===== src/rtl/uart_prog_loader.sv =====
// UART boot loader: 8N1 receiver feeding a word assembler that drives the memory programming port.
// Latency: upg_wen is asserted 2 clk after the stop-bit sample of a word's 4th byte.
// Backpressure: none; the serial stream is consumed at line rate and writes are never stalled.
module uart_prog_loader #(
   parameter int CLKS_PER_BIT = 868,
   parameter int DEPTH        = 16384,
   parameter int TIMEOUT_CLKS = 1000000
) (
   input  logic        clk,
   input  logic        rst,
   input  logic        rx,
   output logic        upg_wen,
   output logic [13:0] upg_adr,
   output logic [31:0] upg_dat,
   output logic        upg_done,
   output logic        busy,
   output logic        frame_err
);

   localparam int CNT_W = (CLKS_PER_BIT > 1) ? $clog2(CLKS_PER_BIT) : 1;
   localparam int TO_W  = $clog2(TIMEOUT_CLKS + 1);

   localparam logic [CNT_W-1:0] BIT_LAST  = CNT_W'(CLKS_PER_BIT - 1);
   localparam logic [CNT_W-1:0] HALF_LAST = CNT_W'(CLKS_PER_BIT / 2 - 1);
   localparam logic [TO_W-1:0]  TO_LAST   = TO_W'(TIMEOUT_CLKS - 1);
   localparam logic [16:0]      DEPTH_V   = 17'(DEPTH);

   typedef enum logic [1:0] {
      BIT_IDLE,
      BIT_START,
      BIT_DATA,
      BIT_STOP
   } bit_state_t;

   typedef enum logic [1:0] {
      WAIT_LEN0,
      WAIT_LEN1,
      LOAD_DATA,
      LOAD_DONE
   } load_state_t;

   // receiver side
   logic             rx_meta;
   logic             rx_s;
   logic             rx_prev;
   bit_state_t       bit_state;
   logic [CNT_W-1:0] clk_cnt;
   logic [2:0]       bit_cnt;
   logic [7:0]       shreg;
   logic             byte_valid;
   logic             stop_err;

   // loader side
   load_state_t      load_state;
   logic [15:0]      n_words;
   logic [15:0]      n_new;
   logic [15:0]      word_idx;
   logic [1:0]       byte_idx;
   logic [31:0]      word_buf;
   logic [TO_W-1:0]  idle_cnt;

   // the full count is only complete once the high byte is on shreg
   assign n_new = {shreg, n_words[7:0]};

   // two-flop synchronizer plus a delayed copy for falling-edge detection; idles high
   always_ff @(posedge clk) begin
      if (rst) begin
         rx_meta <= 1'b1;
         rx_s    <= 1'b1;
         rx_prev <= 1'b1;
      end else begin
         rx_meta <= rx;
         rx_s    <= rx_meta;
         rx_prev <= rx_s;
      end
   end

   // bit-level receiver: half-bit start check, 8 LSB-first data samples, one stop sample
   always_ff @(posedge clk) begin
      if (rst) begin
         bit_state  <= BIT_IDLE;
         clk_cnt    <= '0;
         bit_cnt    <= '0;
         shreg      <= '0;
         byte_valid <= 1'b0;
         stop_err   <= 1'b0;
      end else begin
         byte_valid <= 1'b0;
         stop_err   <= 1'b0;
         case (bit_state)
            BIT_IDLE: begin
               clk_cnt <= '0;
               bit_cnt <= '0;
               if (rx_prev && !rx_s) begin
                  bit_state <= BIT_START;
               end
            end
            BIT_START: begin
               if (clk_cnt == HALF_LAST) begin
                  clk_cnt   <= '0;
                  // a line that is already high again was only a glitch
                  bit_state <= rx_s ? BIT_IDLE : BIT_DATA;
               end else begin
                  clk_cnt <= clk_cnt + 1'b1;
               end
            end
            BIT_DATA: begin
               if (clk_cnt == BIT_LAST) begin
                  clk_cnt <= '0;
                  shreg   <= {rx_s, shreg[7:1]};
                  if (bit_cnt == 3'd7) begin
                     bit_state <= BIT_STOP;
                  end else begin
                     bit_cnt <= bit_cnt + 1'b1;
                  end
               end else begin
                  clk_cnt <= clk_cnt + 1'b1;
               end
            end
            BIT_STOP: begin
               if (clk_cnt == BIT_LAST) begin
                  clk_cnt   <= '0;
                  bit_state <= BIT_IDLE;
                  if (rx_s) begin
                     byte_valid <= 1'b1;
                  end else begin
                     stop_err <= 1'b1;
                  end
               end else begin
                  clk_cnt <= clk_cnt + 1'b1;
               end
            end
            default: bit_state <= BIT_IDLE;
         endcase
      end
   end

   // load sequencer: count header, word assembly and write strobe, completion and inter-byte timeout
   always_ff @(posedge clk) begin
      if (rst) begin
         load_state <= WAIT_LEN0;
         n_words    <= '0;
         word_idx   <= '0;
         byte_idx   <= '0;
         word_buf   <= '0;
         idle_cnt   <= '0;
         upg_wen    <= 1'b0;
         upg_adr    <= '0;
         upg_dat    <= '0;
         upg_done   <= 1'b0;
         busy       <= 1'b0;
         frame_err  <= 1'b0;
      end else begin
         upg_wen <= 1'b0;

         // once finished, the line is ignored entirely, including bad frames
         if (stop_err && load_state != LOAD_DONE) begin
            frame_err <= 1'b1;
         end

         if (byte_valid) begin
            case (load_state)
               WAIT_LEN0: begin
                  n_words[7:0] <= shreg;
                  busy         <= 1'b1;
                  load_state   <= WAIT_LEN1;
               end
               WAIT_LEN1: begin
                  n_words <= n_new;
                  if (n_new == 16'd0) begin
                     upg_done   <= 1'b1;
                     busy       <= 1'b0;
                     load_state <= LOAD_DONE;
                  end else if ({1'b0, n_new} > DEPTH_V) begin
                     frame_err  <= 1'b1;
                     busy       <= 1'b0;
                     load_state <= WAIT_LEN0;
                  end else begin
                     word_idx   <= '0;
                     byte_idx   <= '0;
                     load_state <= LOAD_DATA;
                  end
               end
               LOAD_DATA: begin
                  // bytes enter at the top so the first byte lands in [7:0] after four shifts
                  word_buf <= {shreg, word_buf[31:8]};
                  if (byte_idx == 2'd3) begin
                     byte_idx <= '0;
                     upg_wen  <= 1'b1;
                     upg_adr  <= word_idx[13:0];
                     upg_dat  <= {shreg, word_buf[31:8]};
                  end else begin
                     byte_idx <= byte_idx + 1'b1;
                  end
               end
               default: ;
            endcase
         end

         // the index advances in the strobe cycle, so completion shows one cycle after the write
         if (upg_wen) begin
            word_idx <= word_idx + 16'd1;
            if (word_idx + 16'd1 == n_words) begin
               upg_done   <= 1'b1;
               busy       <= 1'b0;
               load_state <= LOAD_DONE;
            end
         end

         if (!busy || byte_valid) begin
            idle_cnt <= '0;
         end else if (idle_cnt == TO_LAST) begin
            // abandon the partial image; the host restarts from the count header
            idle_cnt   <= '0;
            frame_err  <= 1'b1;
            busy       <= 1'b0;
            word_idx   <= '0;
            byte_idx   <= '0;
            load_state <= WAIT_LEN0;
         end else begin
            idle_cnt <= idle_cnt + 1'b1;
         end
      end
   end

endmodule


===== config.mk =====
export PLATFORM = sky130hd
export DESIGN_NAME = uart_prog_loader
export DESIGN_NICKNAME = d
export VERILOG_FILES = /design/src/rtl/uart_prog_loader.sv
export SDC_FILE = /design/constraint.sdc
export NUM_CORES = 1
export LEC_CHECK = 0
export ABC_AREA = 1
export BUFFER_PORTS_ARGS = -buffer_cell sky130_fd_sc_hd__buf_2
export CAP_MARGIN = 20
export CORE_MARGIN = 4
export CORE_UTILIZATION = 35
export DETAILED_ROUTE_END_ITERATION = 8
export HOLD_SLACK_MARGIN = 0.1
export PLACE_DENSITY = 0.51
export SLEW_MARGIN = 40
export SYNTH_ARGS = -nofsm -noshare
export SYNTH_HDL_FRONTEND = slang
export SYNTH_SLANG_ARGS = --single-unit

===== constraint.sdc =====
create_clock -name clk -period 1.8 [get_ports clk]
set_clock_uncertainty 0.2 [all_clocks]
set_input_delay 0.45 -clock clk [delete_from_list [all_inputs] [get_ports clk]]
set_output_delay 0.45 -clock clk [all_outputs]
set_load 0.02 [all_outputs]

==> impl_metrics.env <==
export IMPL_status="finished, violations left"
export IMPL_violations="setup timing"
export IMPL_die_h_um=145.9
export IMPL_yosys_area_top_type_share_pct=47.49
export IMPL_endpoint_kind="register"
export IMPL_first_global_vias=5706
export IMPL_crit_chain="buf_4 > inv_4 > nor2_4 > buf_12 > buf_6 > nand3_2 > nand2_2 > nand3b_1 > nand2_1 > nor2_1 > nand2_1 > nor2_2 > nand2_2 > a21oi_1"
export IMPL_design_area_um2=9105
export IMPL_die_w_um=145.9
export IMPL_wl_met2_mm=8.034
export IMPL_grt_usage_pct=16.21
export IMPL_cts_made_buffers=17
export IMPL_clockBufferDepth=2
export IMPL_cts_sinks=158
export IMPL_areaGrowthSynthToFinish_pct=36.71
export IMPL_io_buffer_count=52
export IMPL_synth_seq_area_share_pct=47.49
export IMPL_placedCellCount=1239
export IMPL_fin_crit_sh_pct=109.8
export IMPL_critPathLaunchType="register"
export IMPL_power_density_nw_per_um2=790.4
export IMPL_grt_max_degree=43
export IMPL_tightestPinTransition_ns=0.3803
export IMPL_clk_latency_ns=0.42
export IMPL_ys_warnings_count=0
export IMPL_max_clock_freq_ghz=0.5059
export IMPL_fin_cells=1296
export IMPL_drt_pass1_iterations=4
export IMPL_critPathArrivalTime_ns=2.11
export IMPL_final_max_slew_violation_count=0
export IMPL_drc_errors=0
export IMPL_setup_violations=5
export IMPL_design_portCount=53
export IMPL_antenna_found_initial=0
export IMPL_post_synth_cell_area_avg_um2=7.441
export IMPL_num_antenna_cells=0
export IMPL_final_nets=1063
export IMPL_cp_num_buf_inv=4
export IMPL_top_layer_used="met4"
export IMPL_syn_inst=895
export IMPL_m1WireLength_mm=8.921
export IMPL_drive_gt1_share_pct=29.76
export IMPL_rows=50
export IMPL_place_congestion=0.8383
export IMPL_fin_util_pct=48.68
export IMPL_ys_types=33
export IMPL_slowest_delay_ns=0.36
export IMPL_cpMaxStageDelayCell="dfxtp_4"
export IMPL_crit_family="simple AND/OR/NAND/NOR gates"
export IMPL_dr_wl_met3_um=644
export IMPL_synth_seq_cells=158
export IMPL_fin_ws_ns=-0.1768
export IMPL_drtIter0Drc=270
export IMPL_syn_area_um2=6660
export IMPL_syn_nets=909
export IMPL_synth_top_cell_by_area="dfxtp_1"
export IMPL_grt_pass1_wl_mm=28.60
export IMPL_dieArea_um2=21300
export IMPL_leakage_nw=3.795
export IMPL_clkSlewWorstSetupHoldPaths_ns=0.07
export IMPL_yosys_top_cells_area="dfxtp_1 47%, nand2_1 8.2%, nor2_1 7.0%"
export IMPL_rsz0062_at_grt="true"
export IMPL_drv_cap=0
export IMPL_drtAntennaViolNets=0
export IMPL_start_util_pct=35.61
export IMPL_viasPerCell=4.812
export IMPL_post_route_min_period_ns=1.977
export IMPL_cp_max_fo=8
export IMPL_cts_max_level=4
export IMPL_finalHoldViolCount=0
export IMPL_vias=6236
export IMPL_relSlewSlack_pct=74.65
export IMPL_crit_required_ns=1.94
export IMPL_cts_tree="done"
export IMPL_core_area_um2=18710
export IMPL_ir_drop_mv=0.6920
export IMPL_finalWirelength_mm=17.68
export IMPL_dpl_hpwl_mm=12.13
export IMPL_hold_path_class="primary input to register"
export IMPL_root_buffer="clkbuf_16"
export IMPL_path_class="register to register"
export IMPL_grt_overflow=0
export IMPL_wl_per_cell_um=13.65
export IMPL_dpl_instance_area_um2=7835
-- cells in the mapped netlist (all sizes together) --
master and count:
a21oi 82, a31oi 6, and2 2, buf 7, clkbuf 27, clkinv 2
dfxtp 158, ha 11, inv 73, nand2 150, nand3 85, nand3b 3
nand4 20, nor2 139, nor3 10, nor3b 2, nor4 1, o211a 1
o211ai 2, o21ai 93, o21bai 3, or2 6, xnor2 4, xor2 8
-- final cells by class --
cell class / instances / area, um^2
fillers: 1872 / 9600
inverters: 75 / 295.3
clock inverters: 14 / 125.1
clock buffers: 18 / 439.2
multi-input cells: 628 / 3450
flip-flops and latches: 158 / 3199
well taps: 234 / 292.8
repair buffers: 168 / 1296
repair inverters: 1 / 7.507
-- metal layers --
metal | global-route usage (%) | vias up
met1 | 22.86 | 2867
met3 | 3.613 | 6
met4 | 4.463 | 0
li1 | - | 3280
met5 | 0 | -
met2 | 25.01 | 83
-- flip-flops by register name (all words and copies together), names as in the netlist, 2 cells and up, named ones only --
signal and cells:
idle_cnt 20, word_buf 24, load_state 2, upg_dat 32, n_words 16, shreg 8, upg_adr 14, clk_cnt 10
bit_cnt 3, word_idx 16, byte_idx 2
-- report_power, final --
| part | internal (mW) | switching [mW] |
|---|---|---|
| sequential | 3.50 | 0.0169 |
| combinational | 0.0807 | 0.138 |
| clock | 1.86 | 1.60 |
| total | 5.44 | 1.76 |
-- timing repair --
action / in CTS / in global routing
pin swaps: 19 / 32
endpoints found under the hold margin: 1 / 0
setup buffers: 5 / 18
setup endpoints to repair: 17 / 61
gates cloned: 0 / 2
gates resized for setup: 32 / 109
hold buffers: 1 / 0
-- placed cells by master (no fill, tap or decap), types with 6 or more instances in the layout --
| master | count |
|---|---|
| nor2_2 | 9 |
| nand2_2 | 19 |
| o21ai_0 | 80 |
| o21ai_2 | 6 |
| nor2_1 | 116 |
| inv_2 | 6 |
| a21oi_2 | 8 |
| inv_6 | 6 |
| a21oi_1 | 74 |
| nand4_1 | 19 |
| o21ai_1 | 7 |
| buf_2 | 51 |
| inv_1 | 66 |
| nor3_1 | 6 |
| nand3_1 | 68 |
| clkbuf_16 | 18 |
| buf_4 | 99 |
| a31oi_1 | 6 |
| ha_1 | 9 |
| xor2_1 | 7 |
| buf_6 | 6 |
| dfxtp_1 | 145 |
| nor2_4 | 14 |
| buf_12 | 9 |
| dfxtp_4 | 8 |
| nand3_2 | 15 |
| nand2_1 | 125 |
-- metrics by stage --
| stage | power [mW] | setup TNS (ns) | hold WS (ns) | setup slack (ns) |
|---|---|---|---|---|
| 5_1_grt | 7.455 | -2.938 | 0.2247 | -0.2890 |
| 3_5_place_dp | 3.805 | -1.008 | 0.1963 | -0.1828 |
| 3_3_place_gp | 3.807 | -0.7633 | 0.1920 | -0.1380 |
| 4_1_cts | 7.269 | -0.4520 | 0.2033 | -0.1099 |
| 2_1_floorplan | 3.735 | 0 | 0.1895 | 0.0001087 |
| 6_report | 7.197 | -0.6489 | 0.2117 | -0.1768 |
-- worst register-to-register path, cell delays in order, from the launching register on --
cell and delay [ns]:
dfxtp_4 0.36, buf_4 0.14, inv_4 0.06, nor2_4 0.04
buf_12 0.14, buf_6 0.12, nand3_2 0.08, nand2_2 0.07
nand3b_1 0.10, nand2_1 0.08, nor2_1 0.09, nand2_1 0.06
nor2_2 0.11, nand2_2 0.10, a21oi_1 0.15
-- worst paths after layout --
check                    from            end  slack [ns]  depth (start not counted)
setup / recovery  word_idx[0]  load_state[0]       -0.18                         14
hold / removal            rst       upg_done        0.21                          3
setup reg to reg  word_idx[0]  load_state[0]       -0.18                         14
hold reg to reg       rx_meta           rx_s        0.21                          1
-- logic make-up (layout without fill, tap and decap cells) --
family,Yosys count,in the layout,synth area share (%)
AOI/OAI and AO/OA,187,187,14.43
buffers and inverters,109,276,6.237
adders and majority gates,11,11,2.066
DFF,158,158,47.49
and+or+nand+nor,418,418,28.20
xor gates and xnor gates,12,12,1.578
(Power assumes the default switching activity.)
